--- config.mk ---
export PLATFORM = sky130hd
export DESIGN_NAME = route_lookup_sched
export DESIGN_NICKNAME = d
export VERILOG_FILES = /design/src/rtl/route_lookup_sched.sv
export SDC_FILE = /design/constraint.sdc
export NUM_CORES = 1
export LEC_CHECK = 0
export BUFFER_PORTS_ARGS = -buffer_cell sky130_fd_sc_hd__buf_2
export CAP_MARGIN = 30
export CORE_AREA = 3 3 129 131
export CTS_CLUSTER_SIZE = 20
export DETAILED_ROUTE_END_ITERATION = 8
export DIE_AREA = 0 0 132 134
export PLACE_DENSITY = 0.72
export SYNTH_ARGS = -nofsm -noshare
export SYNTH_HDL_FRONTEND = slang
export SYNTH_SLANG_ARGS = --single-unit
--- constraint.sdc ---
create_clock -name clk -period 2.5 [get_ports clk]
set_input_delay 0.25 -clock clk [delete_from_list [all_inputs] [get_ports clk]]
set_output_delay 0.25 -clock clk [all_outputs]
set_load 0.005 [all_outputs]
--- src/rtl/route_lookup_sched.sv ---
// Round-robin front end that time-shares one combinational route unit.
// Holds each key for a fixed evaluation window, then returns the direction.
module route_lookup_sched #(
    parameter int NREQ     = 4,
    parameter int KEY_W    = 60,
    parameter int DIR_W    = 3,
    parameter int EVAL_CYC = 2,
    localparam int IDW     = $clog2(NREQ)
) (
    input  logic                  clk,
    input  logic                  rst,
    input  logic [NREQ-1:0]       req_valid,
    input  logic [NREQ*KEY_W-1:0] req_key,
    output logic [NREQ-1:0]       req_ready,
    output logic [KEY_W-1:0]      rl_key,
    input  logic [DIR_W-1:0]      rl_dir,
    output logic                  rsp_valid,
    output logic [IDW-1:0]        rsp_id,
    output logic [DIR_W-1:0]      rsp_dir,
    input  logic                  rsp_ready,
    output logic                  busy,
    output logic [15:0]           lookup_cnt
);

    localparam int CW = (EVAL_CYC > 1) ? $clog2(EVAL_CYC) : 1;

    typedef enum logic [1:0] {
        IDLE,
        EVAL,
        RESP
    } state_t;

    state_t         state;
    state_t         state_nxt;
    logic [IDW-1:0] ptr;
    logic [IDW-1:0] idx;
    logic [IDW-1:0] gnt_idx;
    logic           gnt_any;
    logic           grant;
    logic [CW-1:0]  evcnt;
    logic [15:0]    cnt_q;

    assign lookup_cnt = cnt_q;

    // NREQ is a power of two, so the IDW-bit sum wraps the search for free.
    always_comb begin
        gnt_any = 1'b0;
        gnt_idx = '0;
        idx     = '0;
        for (int k = 0; k < NREQ; k++) begin
            idx = ptr + IDW'(k);
            if (!gnt_any && req_valid[idx]) begin
                gnt_any = 1'b1;
                gnt_idx = idx;
            end
        end
    end

    assign grant     = (state == IDLE) && gnt_any && !rst;
    assign req_ready = grant ? (NREQ'(1) << gnt_idx) : '0;

    always_comb begin
        state_nxt = state;
        case (state)
            IDLE:    if (grant) state_nxt = EVAL;
            EVAL:    if (evcnt == '0) state_nxt = RESP;
            RESP:    if (rsp_ready) state_nxt = IDLE;
            default: state_nxt = IDLE;
        endcase
    end

    always_ff @(posedge clk) begin
        if (rst) begin
            state     <= IDLE;
            ptr       <= '0;
            evcnt     <= '0;
            rl_key    <= '0;
            rsp_id    <= '0;
            rsp_dir   <= '0;
            rsp_valid <= 1'b0;
            busy      <= 1'b0;
            cnt_q     <= '0;
        end else begin
            state     <= state_nxt;
            busy      <= (state_nxt != IDLE);
            rsp_valid <= (state_nxt == RESP);
            if (grant) begin
                rl_key <= req_key[gnt_idx*KEY_W +: KEY_W];
                rsp_id <= gnt_idx;
                ptr    <= gnt_idx + IDW'(1);
                evcnt  <= CW'(EVAL_CYC - 1);
            end
            if (state == EVAL) begin
                if (evcnt != '0) evcnt <= evcnt - CW'(1);
                else rsp_dir <= rl_dir;
            end
            if (state == RESP && rsp_ready) cnt_q <= cnt_q + 16'd1;
        end
    end

endmodule

* Yosys cells after proc, flatten, opt, wreduce, memory -nomap -nowiden
Cells that the tools add are included.
** Storage, ports and cells
- Bits in registers :: 88
- Input port bits :: 250
- Output and inout port bits :: 87
- Word-level logic and storage cells :: 63
** Operators by class
- Add/subtract/negate cells :: 6
- Multipliers :: 1
- Order comparisons :: 4
- Eq/ne operators :: 3
- Shift operators :: 2
- Mux-type cells :: 24
- Bitwise gates (word level) :: 1
- Reductions and logical operators :: 13
** Operators with widths (count)
- indexed part select 240 x 9 -> 60 bit :: 1
- adder 16 x 1 -> 16 bit (second input constant) :: 1
- two-way mux 2 bit :: 7
- < comparator 2 x 3 -> 1 bit (second input constant) :: 4
- two-way mux 1 bit :: 11
- binary-select mux 1 bit (select 2 bit) :: 4
- logical AND 1 bit :: 6
- multiplier 2 x 4 -> 6 bit (second input constant) :: 1
- one-hot mux 2 bit (3 select lines) :: 1
- adder 2 x 1 -> 2 bit (second input constant) :: 2
- adder 2 bit (second input constant) :: 2
- == test 2 bit (second input constant) :: 2
- zero test 1 bit :: 4
- two-way mux 4 bit :: 1
- << shifter 1 x 2 -> 4 bit (first input constant) :: 1
- == test 2 x 1 -> 1 bit (second input constant) :: 1
- zero test 2 bit :: 1
- AND reduction 2 bit :: 1
- nonzero test 2 bit :: 1
- inverter 1 bit :: 1
- subtractor 1 bit (second input constant) :: 1

* Depth between registers and ports, before layout
- Depth in word-level cells :: 17
- Gate-level depth with buffers :: 8

* Least setup slack after synthesis
No wires, ideal clock.
- Kind :: register to register
- Start point :: register ptr[1]
- End point :: register ptr[1]
- Library setup time :: 128 ps
- Data arrival time :: 1576 ps
- Slack :: 796 ps
- Stages on the path, launching flop included :: 9
- Clock period less this slack :: 1704 ps
- Cells stage by stage :: dfxtp_1 -> nand2_1 -> a221o_2 -> nand2_2 -> inv_2 -> buf_4 -> ha_1 -> mux2i_1 -> nor2_1
** Between the ends
- Elaborated cells on any way between the ends :: 28
- Classes of those cells :: 4 x add/sub; 16 x mux; 8 x reduce/logical
** RTL lines
- start, declared :: RTL line 35 : logic [IDW-1:0] ptr;
- start signal, assigned :: RTL line 90 : ptr <= gnt_idx + IDW'(1);
- parallel branches: the longest is 11 deep, another holds adder 2 x 1 -> 2 bit
- two-way mux 2 bit (*) :: RTL line 52 : if (!gnt_any && req_valid[idx]) begin
- net gnt_idx[1] :: RTL line 37 : logic [IDW-1:0] gnt_idx;
- adder 2 x 1 -> 2 bit (*) :: RTL line 90
Mark *: on every way through the listed nets, which the timed path passes. The select of a mux whose other input is x is not followed.
A chain may end at the register's enable or synchronous reset.

* Worst setup path after layout
- Start point :: register ptr[1]
- End point :: output port req_ready[0]
** Between the ends
- Elaborated cells on any way between the ends :: 29
- Classes of those cells :: 3 x add/sub; 1 x shift; 17 x mux; 8 x reduce/logical
** RTL lines
- parallel branches: the longest is 11 deep, another holds adder 2 x 1 -> 2 bit
- two-way mux 2 bit (*) :: RTL line 52
- net gnt_idx[0] :: RTL line 37
- << shifter 1 x 2 -> 4 bit (*) :: RTL line 60 : assign req_ready = grant ? (NREQ'(1) << gnt_idx) : '0;
- two-way mux 4 bit (*) :: RTL line 60
- end, declared :: RTL line 14 : output logic [NREQ-1:0] req_ready,
Marks and branches as above.

==> metrics.md <==
| Metric | Value |
|---|---|
| Fin Setup TNS | `0 ns` |
| Nets@finish | `1,179` |
| Remaining antenna violation count | `0` |
| Post-synthesis compound-gate area fraction | `24.4%` |
| WP data required | `2.25 ns` |
| Vias in the first global route | `5,632` |
| Die outline height | `134 um` |
| Status | `finished, final reports clean` |
| Tmin final | `2.34 ns` |
| Maxcap violations | `0` |
| Peak supply drop | `around 0.00033 V` |
| Adder-Cell Fraction of Synth Area | `under 10%` |
| Pin count of the biggest net entering global routing | `~120` |
| Die ar. | `roughly 0.018 mm2` |
| XOR/XNOR Fraction of Synth Area | `1.83%` |
| Setup Fix Bufs, Post-CTS | `0` |
| Initial DRC Count | `311` |
| First-pass GRT wire length | `29.2 mm` |
| Post-Syn Area | `0.00527 mm2` |
| Endpoint, Worst Hold | `rsp_dir[2]$_SDFFE_PP0P_` |
| Slew @ Worst Pin | `around 0.65 ns` |
| Setup Viol. Count Final | `0` |
| R2r startpoint | `ptr[1]$_SDFFE_PP0P_` |
| GRT overflow | `0` |
| Most common cell after layout, fill and taps aside | `buf_2` |
| Synth unique cells | `43` |
| RSZ-0062 raised after global routing | `no` |
| Final Max Slew Viols | `0` |
| CTS HTree Levels | `3` |
| FMAX | `427 MHz` |
| Critical-path cell list | `mux2i_1, nor2_1, nor3_2, inv_2, ha_1, and2_1, buf_2` |
| DRC viols | `0` |
| Flop2flop setup slack | `0.51 ns` |
| Layout cells sized above 1 | `41.0%` |
| CTS tree | `yes` |
| Post-synthesis net count | `874` |
| Worst Setup End Kind | `primary output` |
| Clock power frac | `29.4%` |
| Vias/cell | `5.03` |
| Wire length per cell | `16.4 um` |
| Average size of a mapped cell | `between 8 and 9 um2` |
| Area Growth Syn to Fin | `39.9%` |
| Flop pwr share | `36.8%` |
| Io pins | `between 300 and 400` |
| Hold_sp | `rl_dir[2]` |
| Clock skew | `0.00965 ns` |
| Cells after Synth | `619` |
| CP max stage delay | `0.41 ns` |
| Initial DRT Pass Iterations | `6` |
| Reg clk slew, reported paths | `0.07 ns` |
| Post_cts resized | `0` |
| Post-synth top flop | `dfxtp_1` |
| Fin crit share | `between 90 and 100%` |
| Slowest CP cell | `dfxtp_1` |
| Combinational Power Share | `33.8%` |
| Num CTS Buffers | `9` |
| Final hold vios | `0` |
| CP top delay family | `simple AND/OR/NAND/NOR gates` |
| Worst Hold Class | `in2reg` |
| Total number of vias | `5,757` |
| CTS max path bufs | `2` |
| Final Util | `a little under half` |
| Yosys reg bits | `just under 90` |
| Starting density of the core | `33.5%` |
| Critical R2R Capture | `rl_key[13]$_SDFFE_PP0P_` |
| Largest fanout on the critical path | `5` |
| Root buf cell | `clkbuf_16` |
| Worst rel slew slack | `56.7%` |
| Clk_lat worst skew | `approximately 0.34 ns` |
| Post-Route WL | `18.8 mm` |
| Hold Path Stages | `3` |
| Row cnt | `46` |
| Die W | `132 um` |
| Final GP Congestion | `0.845` |
| Mux contribution to synthesized area | `12.9%` |
| PwrDens | `between 600 and 700 mW/mm2` |
| Core area | `0.0157 mm2` |
| Initial antenna violation count | `2` |
| Switching share of power | `33.2%` |
| Total power | `about 4.8 mW` |
| Hold buffers post-CTS | `0` |
| Sw power | `1.59 mW` |
| CP bufs+invs | `2` |
| Largest family of logic cells by synthesized area | `compound AO/OA/AOI/OAI gates` |
| Quantity of I/O buffers inserted on ports | `336` |
| Clock sink count | `88` |
| Tot GR Track Use | `20.4%` |
| Yosys warnings | `0` |
| Pint | `around 3.2 mW` |
| Arrival time of the worst setup path | `2.09 ns` |
| Most frequent cells in the layout | `336 x buf_2, 88 x dfxtp_1, 68 x mux2i_1, 68 x nand2_1` |
| Register area share after synthesis | `33.4%` |
| Share of synthesized cell area in and, or, nand and nor gates | `20.0%` |
| R2R depth | `7` |
| Crit start category | `register` |
| FFs w/ async S/R, synth | `0%` |
| EDFF count, synth | `0` |
| Static Leak | `about 3.6 nW` |
| Post-DP HPWL | `13.8 mm` |
| Antenna diodes | `0` |
| Critical path class | `reg2out` |
-- per-stage QoR --
stage / instance area, um2 / worst slack (ns) / hold WS, ns / std cells
after global routing: 7370 / 0.0104 / 0.136 / 1145
after detailed placement: 7070 / 0.485 / 0.464 / 1129
final: 7370 / 0.161 / 0.150 / 1145
after CTS: 7370 / 0.136 / 0.130 / 1145
after global placement: 7070 / 0.519 / 0.452 / 1129
after floorplan: 5270 / 0.796 / 0.397 / 619
-- cell usage after synthesis, types with 5 or more instances --
master	number	area share (%)
o21ai_1	60	5.7
and3_1	60	7.1
clkbuf_1	17	1.2
nand2_1	69	4.9
buf_6	7	1.5
a21oi_1	7	0.66
xnor2_1	6	1.0
nor2_1	28	2.0
buf_2	22	2.1
and2_1	5	0.59
ha_1	5	1.2
buf_4	7	1.0
o211ai_1	60	8.5
dfxtp_1	88	33
xor2_1	5	0.83
a21boi_0	60	8.5
mux2i_1	68	13
-- layer usage --
layer | up-vias | wire length, um | track usage, %
met5 | - | 27 | 0
met4 | 4 | 461 | 7.29
met3 | 38 | 1460 | 6.34
met2 | 239 | 9290 | 35.9
met1 | 2629 | 7590 | 23.3
li1 | 2847 | - | -
-- worst max-delay path by stage --
stage,startpoint,to,slack (ns),cells past startpoint
after detailed placement,req_valid[2],rl_key[32]$_SDFFE_PP0P_,0.48,8
after floorplan,ptr[1]$_SDFFE_PP0P_,ptr[1]$_SDFFE_PP0P_,0.80,8
final,ptr[1]$_SDFFE_PP0P_,req_ready[0],0.16,7
after global placement,req_valid[2],rl_key[55]$_SDFFE_PP0P_,0.52,8
after global routing,ptr[1]$_SDFFE_PP0P_,req_ready[0],0.01,7
after CTS,ptr[1]$_SDFFE_PP0P_,req_ready[2],0.14,7
-- area by class of cell --
cell class / count / area, um2
Clock buffer: 10 / 239
Clock inverter: 6 / 66.3
Fill cell: 1557 / 8340
Inverter: 5 / 20.0
Multi-Input combinational cell: 472 / 3200
Sequential cell: 88 / 1760
Tap cell: 216 / 270
Timing Repair Buffer: 348 / 1820
-- registers in the layout, indices dropped and copies added (netlist names) --
register	cells
busy	1
ptr	2
rl_key	60
rsp_valid	1
rsp_dir	3
state	2
evcnt	1
lookup_cnt	16
rsp_id	2
-- tightest hold or removal path: stages --
cell	delay, ns
buf_2	0.08
mux2i_1	0.06
nor2_1	0.07
-- cell families (layout without fill, tap and decap cells) --
family          after synthesis  count (layout)
xor+xnor                     11              11
buf+inv                      59             369
compound gates              194             194
fa+ha+maj                     5               5
mux                          68              68
simple gates                194             194
flops                        88              88
-- power groups by stage --
stage	sequential, mW	clock, mW	combinational [mW]
floorplan	1.80	0	0.961
global placement	1.79	0	1.62
detailed placement	1.79	0	1.64
CTS	1.76	1.46	1.64
global route	1.79	1.51	1.79
finish	1.76	1.41	1.62
Note: power is estimated with default switching activity, not from simulation.
